`src/rtl/bcd_converter_seq_pkg.sv`:
```
// Shared definitions for the sequential binary-to-BCD converter:
// FSM state encoding, BCD digit width and a digit-count helper for instantiators.
package bcd_converter_seq_pkg;

  localparam int BCD_DIGIT_W = 4;

  typedef enum logic [1:0] {
    ST_IDLE = 2'd0,
    ST_CONV = 2'd1,
    ST_DONE = 2'd2
  } state_t;

  // Decimal digits needed for 2**width-1: floor(width*log10(2))+1. Exact because
  // 2**width is never a power of ten.
  function automatic int bcd_digits_for(input int width);
    return (width * 30103) / 100000 + 1;
  endfunction

endpackage

```
`src/rtl/bcd_digit_adjust.sv`:
```
// One double-dabble correction cell: add 3 to a BCD digit that is 5 or more,
// so the following left shift carries correctly into the next decade.
module bcd_digit_adjust
  import bcd_converter_seq_pkg::*;
(
  input  logic [BCD_DIGIT_W-1:0] digit,
  output logic [BCD_DIGIT_W-1:0] adjusted
);

  assign adjusted = (digit >= BCD_DIGIT_W'(5)) ? digit + BCD_DIGIT_W'(3) : digit;

endmodule

```
`src/rtl/bcd_converter_seq.sv`:
```
// Iterative double-dabble binary-to-BCD converter, one operand bit per clock,
// with optional two's-complement input and an overflow flag for too few digits.
module bcd_converter_seq
  import bcd_converter_seq_pkg::*;
#(
  parameter int WIDTH     = 16,
  parameter int DIGITS    = 5,
  parameter bit SIGNED_EN = 1'b1
) (
  input  logic                          clk,
  input  logic                          rst_n,
  input  logic                          start,
  input  logic [WIDTH-1:0]              binary,
  input  logic                          is_signed,
  output logic [BCD_DIGIT_W*DIGITS-1:0] bcd,
  output logic                          negative,
  output logic                          overflow,
  output logic                          busy,
  output logic                          done
);

  localparam int BW = BCD_DIGIT_W * DIGITS;
  localparam int CW = $clog2(WIDTH + 1);

  state_t          state, state_nx;
  logic [WIDTH-1:0] operand;
  logic [BW-1:0]    work;
  logic [BW-1:0]    adjusted;
  logic [CW-1:0]    cnt;
  logic             neg_r;
  logic             ovf_r;
  logic             accept;
  logic             negate;
  logic             last_shift;

  for (genvar d = 0; d < DIGITS; d++) begin : g_adjust
    bcd_digit_adjust u_adjust (
      .digit    (work[d*BCD_DIGIT_W +: BCD_DIGIT_W]),
      .adjusted (adjusted[d*BCD_DIGIT_W +: BCD_DIGIT_W])
    );
  end

  // A negative operand is converted as its unsigned magnitude, so -2**(WIDTH-1) works.
  assign negate     = SIGNED_EN && is_signed && binary[WIDTH-1];
  assign last_shift = (state == ST_CONV) && (cnt == CW'(1));

  // NOTE: every variable gets a default before the case, so no latch is inferred.
  always_comb begin
    state_nx = state;
    accept   = 1'b0;
    case (state)
      ST_IDLE: begin
        if (start) begin
          accept   = 1'b1;
          state_nx = ST_CONV;
        end
      end
      ST_CONV: begin
        if (cnt == CW'(1)) state_nx = ST_DONE;
      end
      ST_DONE: begin
        if (start) begin
          accept   = 1'b1;
          state_nx = ST_CONV;
        end else begin
          state_nx = ST_IDLE;
        end
      end
      default: state_nx = ST_IDLE;
    endcase
  end

  // NOTE: datapath registers are reset too, because reset must clear the visible
  // result outputs and a fully defined work register keeps simulation X-free.
  always_ff @(posedge clk) begin
    if (!rst_n) begin
      state    <= ST_IDLE;
      operand  <= '0;
      work     <= '0;
      cnt      <= '0;
      neg_r    <= 1'b0;
      ovf_r    <= 1'b0;
      bcd      <= '0;
      negative <= 1'b0;
      overflow <= 1'b0;
    end else begin
      state <= state_nx;
      if (accept) begin
        operand <= negate ? ({WIDTH{1'b0}} - binary) : binary;
        neg_r   <= negate;
        work    <= '0;
        ovf_r   <= 1'b0;
        cnt     <= CW'(WIDTH);
      end else if (state == ST_CONV) begin
        // Adjusted digits and operand shift left together as one long register.
        {work, operand} <= {adjusted[BW-2:0], operand, 1'b0};
        ovf_r           <= ovf_r | adjusted[BW-1];
        cnt             <= cnt - CW'(1);
        if (last_shift) begin
          bcd      <= {adjusted[BW-2:0], operand[WIDTH-1]};
          negative <= neg_r;
          overflow <= ovf_r | adjusted[BW-1];
        end
      end
    end
  end

  assign busy = (state == ST_CONV);
  assign done = (state == ST_DONE);

endmodule

```
`config.mk`:
```
export PLATFORM = sky130hd
export DESIGN_NAME = bcd_converter_seq
export DESIGN_NICKNAME = d
export VERILOG_FILES = /design/src/rtl/bcd_converter_seq_pkg.sv /design/src/rtl/bcd_digit_adjust.sv /design/src/rtl/bcd_converter_seq.sv
export SDC_FILE = /design/constraint.sdc
export NUM_CORES = 1
export LEC_CHECK = 0
export CELL_PAD_IN_SITES_DETAIL_PLACEMENT = 1
export CELL_PAD_IN_SITES_GLOBAL_PLACEMENT = 1
export CORE_ASPECT_RATIO = 0.8
export CORE_MARGIN = 10
export CORE_UTILIZATION = 37
export CTS_CLUSTER_SIZE = 25
export DETAILED_ROUTE_END_ITERATION = 10
export PLACE_DENSITY = 0.85
export SLEW_MARGIN = 20
export SYNTH_ARGS = -nofsm -noshare
export SYNTH_HDL_FRONTEND = slang
export SYNTH_SLANG_ARGS = --single-unit
```
`constraint.sdc`:
```
create_clock -name clk -period 1.55 [get_ports clk]
set_input_delay 0.155 -clock clk [delete_from_list [all_inputs] [get_ports clk]]
set_output_delay 0.155 -clock clk [all_outputs]
set_load 0.005 [all_outputs]
```
======== Word level (Yosys, flattened, before mapping) ========
Cells that the tools add are included.
storage, ports and cells
  flip-flop bits (word level) ............. 67
  word-level logic and storage cells ...... 54
  input port bits ......................... 20
  output and inout port bits .............. 24
cells by class
  $add $sub $neg .......................... 7
  eq/ne operators ......................... 5
  multiplexer cells ....................... 16
  bitwise operators ....................... 3
  reductions and logical operators ........ 8
  magnitude comparators ................... 5
operators with widths
  kind                                                                   number
  16-bit 2-to-1 mux                                                      3
  4-bit by 2-bit adder with 4-bit output, second input constant          5
  4-bit by 3-bit >= comparator with 1-bit output, second input constant  5
  4-bit 2-to-1 mux                                                       5
  1-bit by 16-bit subtractor with 16-bit output, first input constant    1
  5-bit 2-to-1 mux                                                       2
  2-bit one-hot mux with 3 select lines                                  1
  5-bit by 1-bit == test with 1-bit output, second input constant        1
  5-bit by 1-bit subtractor with 5-bit output, second input constant     1
  2-bit 2-to-1 mux                                                       2
  2-bit OR reduction                                                     2
  1-bit 2-to-1 mux                                                       3
  3-bit AND reduction                                                    1
  2-bit by 1-bit == test with 1-bit output, second input constant        1
  2-bit == test, second input constant                                   1
  1-bit logical AND                                                      2
  2-bit logical NOT                                                      1
  2-bit by 1-bit != test with 1-bit output, second input constant        1
  2-bit != test, second input constant                                   1
  1-bit inverter                                                         2
  2-bit AND reduction                                                    1
  2-bit nonzero test                                                     1
  1-bit bitwise OR                                                       1

======== Longest topological paths before layout ========
  depth in word-level cells ............... 5
  gate-level depth with buffers ........... 8
  depth with buffers taken out ............ 6

======== Cells and area by module ========
From an unflattened synthesis, not the netlist that was laid out.
unflattened totals
  cells, all modules ...................... 432
  area, all modules ....................... 3362.0 um2
modules (own cells, without submodules)
  module             area each (um2)  sequential area each (um2)  instances  cells each
  bcd_converter_seq  2855.2           1341.3                      1          352
  bcd_digit_adjust   101.3            0.0                         5          16

======== Least setup slack after synthesis ========
OpenSTA, ideal clock, no wires.
  kind .................................... reg2reg
  start point ............................. register cnt[0]
  end point ............................... register negative
  setup slack ............................. 81 ps
  buffers on the path ..................... 2
  cell stages (with the launch flop) ...... 8
  data required time ...................... 1422 ps
  arrival ................................. 1341 ps
  clock period less this slack ............ 1469 ps
  library setup time ...................... 128 ps
  cells stage by stage .................... dfxtp_1 ha_1 nor4b_2 and2_1 buf_2 buf_4 mux2i_1 nor2_1
on the way
  longest elaborated chain between the ends .. 3
ends and longest elaborated chain
  element                                   line                      source
  start, declared                           bcd_converter_seq.sv:29   logic [CW-1:0] cnt;
  start signal, assigned                    bcd_converter_seq.sv:93   cnt <= CW'(WIDTH);
  start signal, assigned                    bcd_converter_seq.sv:98   cnt <= cnt - CW'(1);
  5-bit by 1-bit == test with 1-bit output  bcd_converter_seq.sv:45   assign last_shift = (state == ST_CONV) && (cnt == CW'(1));
  1-bit logical AND                         bcd_converter_seq.sv:45
  3-bit AND reduction (no line)             -
  end signal, assigned                      bcd_converter_seq.sv:101  negative <= neg_r;
  end, declared                             bcd_converter_seq.sv:16   output logic negative,
No other way between the ends.
A chain may end at the register's enable or synchronous reset.

======== Worst setup path after layout ========
  start point ............................. register cnt[1]
  end point ............................... register bcd[19]
on the way
  longest elaborated chain between the ends .. 3
ends and longest elaborated chain
  element                                   line                      source
  5-bit by 1-bit == test with 1-bit output  bcd_converter_seq.sv:45
  1-bit logical AND                         bcd_converter_seq.sv:45
  3-bit AND reduction (no line)             -
  end signal, assigned                      bcd_converter_seq.sv:100  bcd <= {adjusted[BW-2:0], operand[WIDTH-1]};
  end, declared                             bcd_converter_seq.sv:15   output logic [BCD_DIGIT_W*DIGITS-1:0] bcd,
No other way between the ends.

==> key figures <==
Power and ir drop
  • Design Power: 4.80 mW
  • Reg power frac: 38.7%
  • P_int: 3.39 mW
  • Comb pwr share: 17.6%
  • Worst-case vdd ir drop: 643 uV
  • Switching Share: 29.5%
  • Leak Pwr: 1.98 nW
  • Switch Pwr: 1.41 mW
  • Share of power burned in the clock network: 43.6%
  • Power density over cell area: 927 nW/um2

Worst setup path
  • CP max FO: 5
  • CP arrival: 1.95 ns
  • Startpoint Class: flip-flop
  • Critical path class: flip-flop to flip-flop
  • Worst setup EP type: flip-flop
  • Critical Path RT: 1.79 ns

Die
  • DIE HEIGHT: 105 um
  • Die footprint: 13300 um2
  • Row count: 30
  • Initial core utilization: 38.8%
  • Die Width: 126 um
  • Core Area: 8630 um2
  • I/O Pins: 44

Clock network
  • CTS tree: yes
  • Clk buf depth: 2
  • Hold buffers post-CTS: 0
  • Depth of the CTS H-tree: 3
  • Number of clock sinks: 67
  • Root buffer cell: clkbuf_16
  • CTS Buf Count: 9
  • CTS clock-pin slew for the worst setup and hold paths: 0.06 ns
  • Clk_lat worst skew: 0.36 ns

Drt
  • DRC: 0
  • Vias: 3882
  • Final WL: 17.0 mm
  • DRT antenna net count: 0
  • Iter 0 DRT Violations: 406
  • Wire length per cell: 27.2 um
  • Drt pass-1 iters: 5
  • Routed vias/inst: 6.22

Finish
  • ANT cells: 0
  • FILL cells: 967
  • NumNets Final: 540
  • Finished Core Util: 60.0%
  • Fin area: 5180 um2
  • Non-Filler Instances: 624
  • Layout cells sized above 1: 36.9%
  • Syn-to-layout area delta: 54.8%

Synthesis
  • Top post-synthesis cells by count: dfxtp_1, nand2_1, nor2_1
  • Synth Register Bits: 67
  • Syn_nets: 429
  • Count of mapped cells out of synthesis: 396
  • Synth Cell Area: 3350 um2
  • Async SR Flop Fraction: 0%
  • Synthesized area per cell: 8.45 um2
  • Post-synth top area share: 40.1%
  • Most frequent cell after synthesis: dfxtp_1
  • Yosys warns: 0
  • Area contributors post-synth: dfxtp_1, nand2_1, ha_1
  • Primary FF master, synth: dfxtp_1
  • Post-synth EDFFs: 0
  • Cell taking the most area after synthesis: dfxtp_1
  • Sequential cell area fraction in the yosys report: 40.1%
  • Post-synth cell types: 50

Timing
  • Fin Setup TNS: -1.37 ns
  • Setup violators final: 28
  • Least-Margin Pin Slew: 0.544 ns
  • Worst slew margin: 63.4%
  • Clk_skew: 0.0136 ns
  • Final Critical Period: 1.71 ns
  • Final worst setup slack: -0.158 ns
  • Slew Limit Fails: 0
  • Final hold violation count: 0
  • Fmax: 585 MHz
  • Tcrit/Tclk final: 110%
  • RSZ-0062 raised after global routing: yes
  • Worst hold slack: 0.184 ns

Placed design
  • Routability cong.: 0.816
  • Post-DP HPWL: 8.34 mm
  • Post-placement cell area: 4330 um2
  • Pre-CTS WS: -0.260 ns
  • PortBufs: 43
  • Placed cells: 592

Status
  • Failing checks: negative setup slack
  • Status: complete, but fails checks

GRT
  • Gr ovfl total: 0
  • Vias in the first global route: 3969
  • Pin count of the biggest net entering global routing: 21
  • First-pass GRT wire length: 21.7 mm
  • Initial antenna violation count: 0
  • Total global-route track usage: 20.2%

Flow run
  • Max cap viols: 0

Worst hold path
  • Hold WC Path Type: primary input to flip-flop
==> power by group through the flow <==
stage,registers (mW),clock network (mW),logic (mW)
2_1_floorplan,1.87,0,0.343
3_3_place_gp,1.87,0,0.640
3_5_place_dp,1.88,0,0.673
4_1_cts,1.85,2.00,0.728
5_1_grt,1.86,2.15,0.887
6_report,1.86,2.09,0.847
==> critical path, stage by stage (launching register included) <==
cell	delay, ns
dfxtp_2	0.32
inv_2	0.08
ha_4	0.14
nor4b_4	0.25
and2_4	0.29
clkbuf_16	0.17
nor2_2	0.04
a311oi_1	0.31
==> metal layers <==
layer | GRT usage [%] | routed length (um)
met5 | 0 | 0
met4 | 11.3 | 901
met3 | 4.44 | 1150
met2 | 35.8 | 8540
met1 | 21.7 | 6390
==> cell families (layout without fill, tap and decap cells) <==
kind of cell / Yosys count / in the layout / share of synthesized area (%)
simple gates: 142 / 142 / 21.9
compound gates: 104 / 104 / 19.7
mux: 13 / 13 / 4.19
xor+xnor: 15 / 15 / 3.93
flops: 67 / 67 / 40.1
buf+inv: 42 / 158 / 5.31
fa+ha+maj: 13 / 13 / 4.86
==> repair_timing <==
action / 4_1_cts / 5_1_grt
endpoints found under the hold margin: 0 / 0
resized for setup: 35 / 72
setup buffers: 6 / 9
setup endpoints to repair: 41 / 44
cloned: 1 / 1
pin swaps: 7 / 14
==> flip-flops by register name (all words and copies together) (netlist names) <==
| name | cells |
|---|---|
| work | 20 |
| neg_r | 1 |
| operand | 16 |
| bcd | 20 |
| ovf_r | 1 |
| negative | 1 |
| state | 2 |
| cnt | 5 |
| overflow | 1 |
==> area by class of cell <==
cell class	instances	area [um2]	area share [%]
clock buffers	12	267	5.15
well taps	112	140	2.71
flip-flops and latches	67	1360	26.3
multi-input cells	287	2170	41.9
inverters	19	71.3	1.38
clock inverters	4	23.8	0.459
repair buffers	123	1140	22.1
==> cells in the final DEF (no fill, tap or decap), types with 10 or more instances in the layout <==
master / synthesis / layout
nand2_1: 49 / 48
nor2_1: 33 / 26
buf_4: 1 / 69
o22ai_1: 23 / 13
clkbuf_16: 0 / 10
o21ai_0: 15 / 13
inv_1: 18 / 10
a21oi_1: 28 / 21
dfxtp_1: 67 / 54
dfxtp_2: 0 / 12
clkdlybuf4s50_1: 0 / 38
nand3_1: 11 / 11
a211oi_1: 16 / 10
==> worst paths after layout <==
check,slack (ns),cells past startpoint,to,from
max reg2reg,-0.16,7,bcd[19],cnt[1]
max,-0.16,7,bcd[19],cnt[1]
min reg2reg,0.50,2,ovf_r,ovf_r
min,0.18,3,operand[0],binary[0]
Note: power is estimated with default switching activity, not from simulation.
